`src/rtl/mc_pkg.sv`:
```
`default_nettype none
// +----------------------------------------------------------------------------+
// | Module   : mc_pkg                                                          |
// | Brief    : Opcodes, state encodings, select codes and instruction classes  |
// |            shared by the MIPS-lite multi-cycle controller.                 |
// | Revision : 1.0  initial release                                            |
// +----------------------------------------------------------------------------+
package mc_pkg;

  localparam logic [5:0] OP_RTYPE = 6'h00;
  localparam logic [5:0] OP_ORI   = 6'h0d;
  localparam logic [5:0] OP_LW    = 6'h23;
  localparam logic [5:0] OP_SW    = 6'h2b;
  localparam logic [5:0] OP_BEQ   = 6'h04;
  localparam logic [5:0] OP_LUI   = 6'h0f;
  localparam logic [5:0] OP_J     = 6'h02;
  localparam logic [5:0] OP_JAL   = 6'h03;

  localparam logic [5:0] FN_ADDU  = 6'h21;
  localparam logic [5:0] FN_SUBU  = 6'h23;
  localparam logic [5:0] FN_JR    = 6'h08;

  localparam logic [2:0] ST_FETCH  = 3'd0;
  localparam logic [2:0] ST_DECODE = 3'd1;
  localparam logic [2:0] ST_EXEC   = 3'd2;
  localparam logic [2:0] ST_MEM    = 3'd3;
  localparam logic [2:0] ST_WB     = 3'd4;

  localparam logic [1:0] EOP_SIGN     = 2'b00;
  localparam logic [1:0] EOP_ZERO     = 2'b01;
  localparam logic [1:0] EOP_LUI      = 2'b10;
  localparam logic [1:0] EOP_SIGN_SL2 = 2'b11;

  localparam logic [1:0] NPC_PC4  = 2'b00;
  localparam logic [1:0] NPC_BR   = 2'b01;
  localparam logic [1:0] NPC_JUMP = 2'b10;
  localparam logic [1:0] NPC_REG  = 2'b11;

  localparam logic [1:0] WA_RD = 2'b00;
  localparam logic [1:0] WA_RT = 2'b01;
  localparam logic [1:0] WA_RA = 2'b10;

  localparam logic [1:0] WD_ALU = 2'b00;
  localparam logic [1:0] WD_DM  = 2'b01;
  localparam logic [1:0] WD_PC  = 2'b10;

  localparam logic [2:0] ALU_ADD = 3'b000;
  localparam logic [2:0] ALU_SUB = 3'b001;
  localparam logic [2:0] ALU_OR  = 3'b010;

  typedef struct packed {
    logic addu;
    logic subu;
    logic ori;
    logic lw;
    logic sw;
    logic beq;
    logic lui;
    logic j;
    logic jal;
    logic jr;
    logic illegal;
  } instr_class_t;

  function automatic logic [1:0] eop_of(instr_class_t c);
    logic [1:0] r;
    r = EOP_SIGN;
    if (c.ori)      r = EOP_ZERO;
    else if (c.lui) r = EOP_LUI;
    else if (c.beq) r = EOP_SIGN_SL2;
    return r;
  endfunction

  function automatic logic [2:0] alu_op_of(instr_class_t c);
    logic [2:0] r;
    r = ALU_ADD;
    if (c.subu || c.beq) r = ALU_SUB;
    else if (c.ori)      r = ALU_OR;
    return r;
  endfunction

  function automatic logic alu_src_of(instr_class_t c);
    return c.ori | c.lui | c.lw | c.sw;
  endfunction

endpackage
`default_nettype wire

```
`src/rtl/mc_if.sv`:
```
`default_nettype none
// +----------------------------------------------------------------------------+
// | Module   : mc_if                                                           |
// | Brief    : Controller <-> datapath bundle: IR/flags in, selects/strobes out|
// | Revision : 1.0  initial release                                            |
// +----------------------------------------------------------------------------+
interface mc_if #(
  parameter int STATE_W = 3,
  parameter int ALUOP_W = 3
);
  logic [31:0]        instr;
  logic               zero;
  logic               mem_ready;
  logic               pc_we;
  logic               ir_we;
  logic [1:0]         npc_sel;
  logic [1:0]         eop;
  logic               alu_src;
  logic [ALUOP_W-1:0] alu_op;
  logic               reg_we;
  logic [1:0]         wa_sel;
  logic [1:0]         wd_sel;
  logic               mem_we;
  logic [STATE_W-1:0] state_o;
  logic               illegal;

  modport master (
    input  instr, zero, mem_ready,
    output pc_we, ir_we, npc_sel, eop, alu_src, alu_op,
           reg_we, wa_sel, wd_sel, mem_we, state_o, illegal
  );

  modport slave (
    output instr, zero, mem_ready,
    input  pc_we, ir_we, npc_sel, eop, alu_src, alu_op,
           reg_we, wa_sel, wd_sel, mem_we, state_o, illegal
  );
endinterface
`default_nettype wire

```
`src/rtl/mc_decode.sv`:
```
`default_nettype none
// +----------------------------------------------------------------------------+
// | Module   : mc_decode                                                       |
// | Brief    : Combinational instruction classifier (one-hot class vector).    |
// | Revision : 1.0  initial release                                            |
// +----------------------------------------------------------------------------+
module mc_decode
  import mc_pkg::*;
(
  input  logic [31:0]  instr_i,
  output instr_class_t cls_o
);

  logic [5:0] w_op;
  logic [5:0] w_fn;
  logic       w_rtype;
  logic       w_unused_fields;

  assign w_op            = instr_i[31:26];
  assign w_fn            = instr_i[5:0];
  assign w_rtype         = (w_op == OP_RTYPE);
  assign w_unused_fields = ^instr_i[25:6];

  always_comb begin
    cls_o      = '0;
    cls_o.addu = w_rtype && (w_fn == FN_ADDU);
    cls_o.subu = w_rtype && (w_fn == FN_SUBU);
    cls_o.jr   = w_rtype && (w_fn == FN_JR);
    cls_o.ori  = (w_op == OP_ORI);
    cls_o.lw   = (w_op == OP_LW);
    cls_o.sw   = (w_op == OP_SW);
    cls_o.beq  = (w_op == OP_BEQ);
    cls_o.lui  = (w_op == OP_LUI);
    cls_o.j    = (w_op == OP_J);
    cls_o.jal  = (w_op == OP_JAL);
    cls_o.illegal = ~(cls_o.addu | cls_o.subu | cls_o.jr | cls_o.ori | cls_o.lw |
                      cls_o.sw | cls_o.beq | cls_o.lui | cls_o.j | cls_o.jal);
  end

endmodule
`default_nettype wire

```
`src/rtl/mc_ctrl.sv`:
```
`default_nettype none
// +----------------------------------------------------------------------------+
// | Module   : mc_ctrl                                                         |
// | Brief    : Multi-cycle FETCH/DECODE/EXEC/MEM/WB controller for MIPS-lite.  |
// |            Define MC_MEM_WAIT_EN to stall MEM on the mem_ready handshake.  |
// | Revision : 1.0  initial release                                            |
// +----------------------------------------------------------------------------+
module mc_ctrl
  import mc_pkg::*;
#(
  parameter int STATE_W = 3,
  parameter int ALUOP_W = 3
) (
  input  logic  clk,
  input  logic  reset,
  mc_if.master  bus
);

  logic [STATE_W-1:0] state_q;
  logic [STATE_W-1:0] state_d;
  instr_class_t       w_cls;
  logic               w_mem_done;

  mc_decode u_decode (
    .instr_i (bus.instr),
    .cls_o   (w_cls)
  );

`ifdef MC_MEM_WAIT_EN
  assign w_mem_done = bus.mem_ready;
`else
  assign w_mem_done = 1'b1;
`endif

  always_ff @(posedge clk or posedge reset) begin
    if (reset) state_q <= ST_FETCH;
    else       state_q <= state_d;
  end

  always_comb begin
    state_d = ST_FETCH;
    case (state_q)
      ST_FETCH:  state_d = ST_DECODE;
      ST_DECODE: begin
        if (w_cls.j || w_cls.illegal) state_d = ST_FETCH;
        else if (w_cls.jal)           state_d = ST_WB;
        else                          state_d = ST_EXEC;
      end
      ST_EXEC: begin
        if (w_cls.lw || w_cls.sw)                                 state_d = ST_MEM;
        else if (w_cls.addu || w_cls.subu || w_cls.ori || w_cls.lui) state_d = ST_WB;
        else                                                      state_d = ST_FETCH;
      end
      ST_MEM: begin
        if (!w_mem_done) state_d = ST_MEM;
        else if (w_cls.lw) state_d = ST_WB;
        else               state_d = ST_FETCH;
      end
      ST_WB:   state_d = ST_FETCH;
      default: state_d = ST_FETCH;
    endcase
  end

  // Outputs are gated by reset directly so nothing is enabled while it is held.
  always_comb begin
    bus.pc_we   = 1'b0;
    bus.ir_we   = 1'b0;
    bus.npc_sel = NPC_PC4;
    bus.eop     = EOP_SIGN;
    bus.alu_src = 1'b0;
    bus.alu_op  = '0;
    bus.reg_we  = 1'b0;
    bus.wa_sel  = WA_RD;
    bus.wd_sel  = WD_ALU;
    bus.mem_we  = 1'b0;
    bus.illegal = 1'b0;
    if (!reset) begin
      case (state_q)
        ST_FETCH: begin
          bus.ir_we   = 1'b1;
          bus.pc_we   = 1'b1;
          bus.npc_sel = NPC_PC4;
        end
        ST_DECODE: begin
          if (w_cls.j) begin
            bus.pc_we   = 1'b1;
            bus.npc_sel = NPC_JUMP;
          end else if (w_cls.illegal) begin
            bus.illegal = 1'b1;
          end
        end
        ST_EXEC: begin
          bus.eop     = eop_of(w_cls);
          bus.alu_src = alu_src_of(w_cls);
          bus.alu_op  = ALUOP_W'(alu_op_of(w_cls));
          if (w_cls.beq) begin
            bus.pc_we   = bus.zero;
            bus.npc_sel = NPC_BR;
          end else if (w_cls.jr) begin
            bus.pc_we   = 1'b1;
            bus.npc_sel = NPC_REG;
          end
        end
        ST_MEM: begin
          // Address operands stay selected so the DM address is stable across waits.
          bus.eop     = eop_of(w_cls);
          bus.alu_src = alu_src_of(w_cls);
          bus.alu_op  = ALUOP_W'(alu_op_of(w_cls));
          bus.mem_we  = w_cls.sw;
        end
        ST_WB: begin
          bus.reg_we = 1'b1;
          if (w_cls.addu || w_cls.subu) begin
            bus.wa_sel = WA_RD;
            bus.wd_sel = WD_ALU;
          end else if (w_cls.lw) begin
            bus.wa_sel = WA_RT;
            bus.wd_sel = WD_DM;
          end else if (w_cls.jal) begin
            bus.wa_sel  = WA_RA;
            bus.wd_sel  = WD_PC;
            bus.pc_we   = 1'b1;
            bus.npc_sel = NPC_JUMP;
          end else begin
            bus.wa_sel = WA_RT;
            bus.wd_sel = WD_ALU;
          end
        end
        default: ;
      endcase
    end
  end

  assign bus.state_o = state_q;

endmodule
`default_nettype wire

```
`src/flat_wrapper.sv`:
```
// flat-port wrapper written by rule: the top's interface ports become plain ports
module mc_ctrl_flat import mc_pkg::*;
#(
  parameter int STATE_W = 3,
  parameter int ALUOP_W = 3
)
  (clk, reset, bus_instr, bus_zero, bus_mem_ready, bus_pc_we, bus_ir_we, bus_npc_sel, bus_eop, bus_alu_src, bus_alu_op, bus_reg_we, bus_wa_sel, bus_wd_sel, bus_mem_we, bus_state_o, bus_illegal);
  mc_if #(.STATE_W(STATE_W), .ALUOP_W(ALUOP_W)) bus_i ();
  input  logic clk;
  input  logic reset;
  input wire logic [$bits(bus_i.instr)-1:0] bus_instr;
  input wire logic [$bits(bus_i.zero)-1:0] bus_zero;
  input wire logic [$bits(bus_i.mem_ready)-1:0] bus_mem_ready;
  output wire logic [$bits(bus_i.pc_we)-1:0] bus_pc_we;
  output wire logic [$bits(bus_i.ir_we)-1:0] bus_ir_we;
  output wire logic [$bits(bus_i.npc_sel)-1:0] bus_npc_sel;
  output wire logic [$bits(bus_i.eop)-1:0] bus_eop;
  output wire logic [$bits(bus_i.alu_src)-1:0] bus_alu_src;
  output wire logic [$bits(bus_i.alu_op)-1:0] bus_alu_op;
  output wire logic [$bits(bus_i.reg_we)-1:0] bus_reg_we;
  output wire logic [$bits(bus_i.wa_sel)-1:0] bus_wa_sel;
  output wire logic [$bits(bus_i.wd_sel)-1:0] bus_wd_sel;
  output wire logic [$bits(bus_i.mem_we)-1:0] bus_mem_we;
  output wire logic [$bits(bus_i.state_o)-1:0] bus_state_o;
  output wire logic [$bits(bus_i.illegal)-1:0] bus_illegal;
  assign bus_i.instr = bus_instr;
  assign bus_i.zero = bus_zero;
  assign bus_i.mem_ready = bus_mem_ready;
  assign bus_pc_we = bus_i.pc_we;
  assign bus_ir_we = bus_i.ir_we;
  assign bus_npc_sel = bus_i.npc_sel;
  assign bus_eop = bus_i.eop;
  assign bus_alu_src = bus_i.alu_src;
  assign bus_alu_op = bus_i.alu_op;
  assign bus_reg_we = bus_i.reg_we;
  assign bus_wa_sel = bus_i.wa_sel;
  assign bus_wd_sel = bus_i.wd_sel;
  assign bus_mem_we = bus_i.mem_we;
  assign bus_state_o = bus_i.state_o;
  assign bus_illegal = bus_i.illegal;
  mc_ctrl #(.STATE_W(STATE_W), .ALUOP_W(ALUOP_W)) u_core (.clk(clk), .reset(reset), .bus(bus_i));
endmodule
```
`config.mk`:
```
export PLATFORM = sky130hd
export DESIGN_NAME = mc_ctrl_flat
export DESIGN_NICKNAME = d
export VERILOG_FILES = /design/src/rtl/mc_pkg.sv /design/src/rtl/mc_if.sv /design/src/rtl/mc_decode.sv /design/src/rtl/mc_ctrl.sv /design/src/flat_wrapper.sv
export SDC_FILE = /design/constraint.sdc
export NUM_CORES = 1
export LEC_CHECK = 0
export ABC_AREA = 0
export CAP_MARGIN = 20
export CORE_UTILIZATION = 29
export DETAILED_ROUTE_END_ITERATION = 16
export HOLD_SLACK_MARGIN = 0.05
export MAX_ROUTING_LAYER = met4
export PLACE_DENSITY = 0.8
export SLEW_MARGIN = 10
export SYNTH_ARGS = -nofsm -noshare
export SYNTH_HDL_FRONTEND = slang
export SYNTH_SLANG_ARGS = --single-unit
```
`constraint.sdc`:
```
create_clock -name clk -period 2 [get_ports clk]
set_input_delay 0.5 -clock clk [delete_from_list [all_inputs] [get_ports clk]]
set_output_delay 0.5 -clock clk [all_outputs]
set_load 0.03 [all_outputs]
```
==> implementation parameters <==
Parameter                              Value

Setup path
  Start of the worst register-to-register path    u_core.bus.state_o[1]
  Family of cells with the greatest summed delay on the critical path    buffers and inverters
  Critical path arrival    1.83 ns
  Cells traversed along the worst timing path    buf_4, nor2_1, buf_4, a41oi_1, a311oi_2, buf_4
  Slowest Stage Delay on Critical Path    approximately 0.45 ns
  Most common cell type on the critical path    sky130_fd_sc_hd__buf_4
  Setup crit start kind    register
  Category of the worst setup path capture point    primary output
  Maximum fanout encountered on the critical timing path    4
  Worst Setup SP    u_core.bus.state_o[2]
  Slowest-stage cell, CP    sky130_fd_sc_hd__dfrtp_2
  Number of buffer and inverter instances along the worst setup path    3
  Category of the most critical setup path    register to primary output
  CP required    around 1.5 ns

Floorplanning
  Die width    approximately 46 µm
  Area of the core    1760 µm²
  Starting Density    31.8%
  Top-level I/O count    56
  Floorplan die area    around 2100 µm²
  Overall die height    between 40 and 50 µm
  Row Count    15

Synth
  Synthesis-stage register bit count    3
  Post-synthesis average cell area    7.47 µm²
  Post-synth net total    between 100 and 150
  Number of synthesized flops with an enable pin    0
  Number of distinct library cells after synthesis    43
  Combined area of all synthesized cells    around 560 µm²
  Instance count of the mapped netlist    75
  Proportion of synthesized chip area in sequential cells    a little over an eighth
  Post-synth top flop    sky130_fd_sc_hd__dfrtp_1
  Async set or reset register ratio after synthesis    100%
  Synthesis Warnings    0

Place
  HPWL Detailed    between 1500 and 2000 µm
  Dpl ws    -0.644 ns
  Placed standard-cell area    roughly 1200 µm²
  Placed instance count    between 150 and 200
  Number of buffer cells added on primary ports    33
  Last weighted congestion value of the routability-driven placer    slightly above 0.8

Cells and area
  Fraction of final layout cells with drive strength greater than 1    79.9%
  Post-route cell area    between 1500 and 2000 µm²
  Largest register FFs    3
  Total Nets Final    between 150 and 200
  Multi-input combinational cell area    701 µm²
  Total inserted antenna cells    0
  Non-filler instance count after layout    around 180
  Number of filler cells placed in the layout    a little over 70
  Layout Area Growth over Synthesis    188%
  Storage element area    approximately 79 µm²

Status
  Failing checks    negative setup slack
  Status    complete, but fails checks

Global route
  Largest net degree at the start of global routing    9
  Number of antenna violations at the first check in global routing    0
  Number of global-route vias before repair    1056
  Overall overflow remaining after global route    0
  First-pass GRT wire length    5440 µm
  GRT Overall Usage    between 30% and 40%

Detailed routing
  Length of the first detailed-routing pass in iterations    4
  Average wire per standard cell    about 24 µm
  Sum of met3 wire segment lengths after detailed routing    ~340 µm
  Metal1 wirelength    1600 µm
  Wire length after detailed routing    4460 µm
  DRC errors left    0
  Top routing layer used    met4
  Count of antenna-violating nets left after detailed routing    0
  Routed vias/inst    slightly above 6
  Routed length on met2    2230 µm
  1st-iter DRT viols    78
  Via count    1143

Power
  Share of power burned in the clock network    around 18%
  Static Leak    ~0.72 nW
  Combinational share of power    around two thirds
  Switching share of power    around half
  Net switching component of the power    0.380 mW
  Relative contribution of sequential cells to total power    between 10% and 20%
  Pwr/cell area    470 nW/µm²
  Max rail drop VDD    around 0.52 mV
  Internal Pwr Total    around 0.38 mW

Timing
  Unrepaired setup endpoints after global routing    yes
  Period utilisation layout    116%
  Setup TNS Final    -2.17 ns
  Timing-limited maximum frequency    roughly 430 MHz
  Clock period minus worst slack    2.33 ns
  Post-layout worst setup margin    -0.327 ns
  Max Transition Viols Final    0
  Setup violation total in the final timing report    15
  Worst rel slew slack    a little over three fifths
  Final hold violations    0
  Actual slew at the worst max-slew pin    0.544 ns
  Final worst clock skew    0.0143 ns

Clock network
  Number of buffers on the longest clock path    2
  CTS hold repair buffers    0
  Clock tree from TritonCTS    built
  Clock tree root buffer cell    sky130_fd_sc_hd__clkbuf_4
  H-tree levels    1
  Insertion delay to the later sink of the worst-skew pair    between 0.2 and 0.3 ns
  Clock Sinks    3
  TritonCTS buffer count    3
  Clock transition at the register clock pins on the worst setup and hold paths after CTS    roughly 0.06 ns

Run
  Max-capacitance violation count    0

Min path
  Worst min-delay path class    input port to asynchronous set/reset pin
==> cells in the mapped netlist (2+ instances only) <==
library cell                instances  share of area (%)
sky130_fd_sc_hd__a21oi_1            6                5.4
sky130_fd_sc_hd__nand4_1            3                3.3
sky130_fd_sc_hd__nand2b_1           4                4.5
sky130_fd_sc_hd__nor2_1             6                4.0
sky130_fd_sc_hd__buf_4              3                4.0
sky130_fd_sc_hd__o2111ai_1          2                3.1
sky130_fd_sc_hd__nand2_1            4                2.7
sky130_fd_sc_hd__inv_1              3                2.0
sky130_fd_sc_hd__nor3_1             4                3.6
sky130_fd_sc_hd__nor4_1             2                2.2
sky130_fd_sc_hd__o21ai_0            2                1.8
sky130_fd_sc_hd__dfrtp_1            3                 13
sky130_fd_sc_hd__nand3_1            3                2.7
==> worst reg2reg max path: stages, from the launching register on <==
cell,delay [ns]
sky130_fd_sc_hd__dfrtp_2,0.46
sky130_fd_sc_hd__buf_4,0.20
sky130_fd_sc_hd__a2111oi_0,0.53
sky130_fd_sc_hd__o2bb2ai_1,0.20
==> metrics by stage <==
| stage | utilization [%] | hold slack [ns] | power [mW] |
|---|---|---|---|
| after detailed placement | 67.5 | 0.679 | 0.470 |
| after floorplan | - | 0.262 | 0.303 |
| final | 91.6 | 0.492 | 0.760 |
| after CTS | 86.2 | 0.423 | 0.633 |
| after global placement | 67.5 | 0.676 | 0.462 |
| after global routing | 91.6 | 0.490 | 0.779 |
==> cell usage in the layout, fill, tap and decap left out, types with 2 or more instances in the layout <==
cell type and count:
sky130_fd_sc_hd__buf_4 49, sky130_fd_sc_hd__buf_6 23, sky130_fd_sc_hd__a21oi_4 5, sky130_fd_sc_hd__buf_2 5, sky130_fd_sc_hd__nor3_4 4, sky130_fd_sc_hd__nor2_4 3, sky130_fd_sc_hd__nand2_1 3, sky130_fd_sc_hd__nand4_1 3
sky130_fd_sc_hd__clkbuf_4 3, sky130_fd_sc_hd__buf_8 3, sky130_fd_sc_hd__dfrtp_2 3, sky130_fd_sc_hd__inv_1 2, sky130_fd_sc_hd__and2_4 2, sky130_fd_sc_hd__and3_4 2, sky130_fd_sc_hd__nand2b_4 2, sky130_fd_sc_hd__nor4b_4 2
sky130_fd_sc_hd__nor2_1 2, sky130_fd_sc_hd__nand3_1 2, sky130_fd_sc_hd__a21oi_2 2, sky130_fd_sc_hd__nand2b_1 2, sky130_fd_sc_hd__clkdlybuf4s50_1 2
==> repair_timing <==
action                                  in CTS  in global routing
pin swaps                                   24                 15
setup buffers                               21                  7
resized for setup                          101                 13
endpoints found under the setup margin      16                 16
==> cell families (layout without fill, tap and decap cells) <==
kind of cell	after synthesis	after routing	synth area share (%)
AND/OR/NAND/NOR	42	42	49.6
AO/OA/AOI/OAI	19	19	23.4
buffers and inverters	9	93	11.2
flip-flops	3	3	13.4
other	1	1	0.669
multiplexers	1	1	1.79
==> power by group through the flow <==
stage	Sequential [mW]	Combinational, mW	Clock, mW
2_1_floorplan	0.126	0.177	0
3_3_place_gp	0.112	0.350	0
3_5_place_dp	0.113	0.357	0
4_1_cts	0.106	0.411	0.116
5_1_grt	0.112	0.521	0.146
6_report	0.111	0.509	0.139
==> layer usage <==
layer  vias up  GRT usage, %
met5         -             -
met4         0          20.0
met3        39          12.3
met2       103          63.1
met1       547          42.4
li1        454             -
==> path summary, 6_finish.rpt <==
| check | end | slack (ns) | cells past startpoint |
|---|---|---|---|
| max | bus_pc_we | -0.33 | 6 |
| min | u_core.bus.state_o[2] | 0.49 | 4 |
| max reg2reg | u_core.bus.state_o[1] | 0.52 | 3 |
| min reg2reg | u_core.bus.state_o[2] | 0.78 | 3 |
| max in group asynchronous | u_core.bus.state_o[0] | 1.37 | 4 |
| min in group clk | u_core.bus.state_o[2] | 0.78 | 3 |
==> final cells by class <==
cell class	instances	share of cell area, %
Clock buffer	4	1.63
Inverter	3	0.697
Multi-Input combinational cell	63	43.3
Sequential cell	3	4.88
Tap cell	25	1.93
Timing Repair Buffer	86	47.5
No activity file was read; power rests on OpenSTA's default activity.
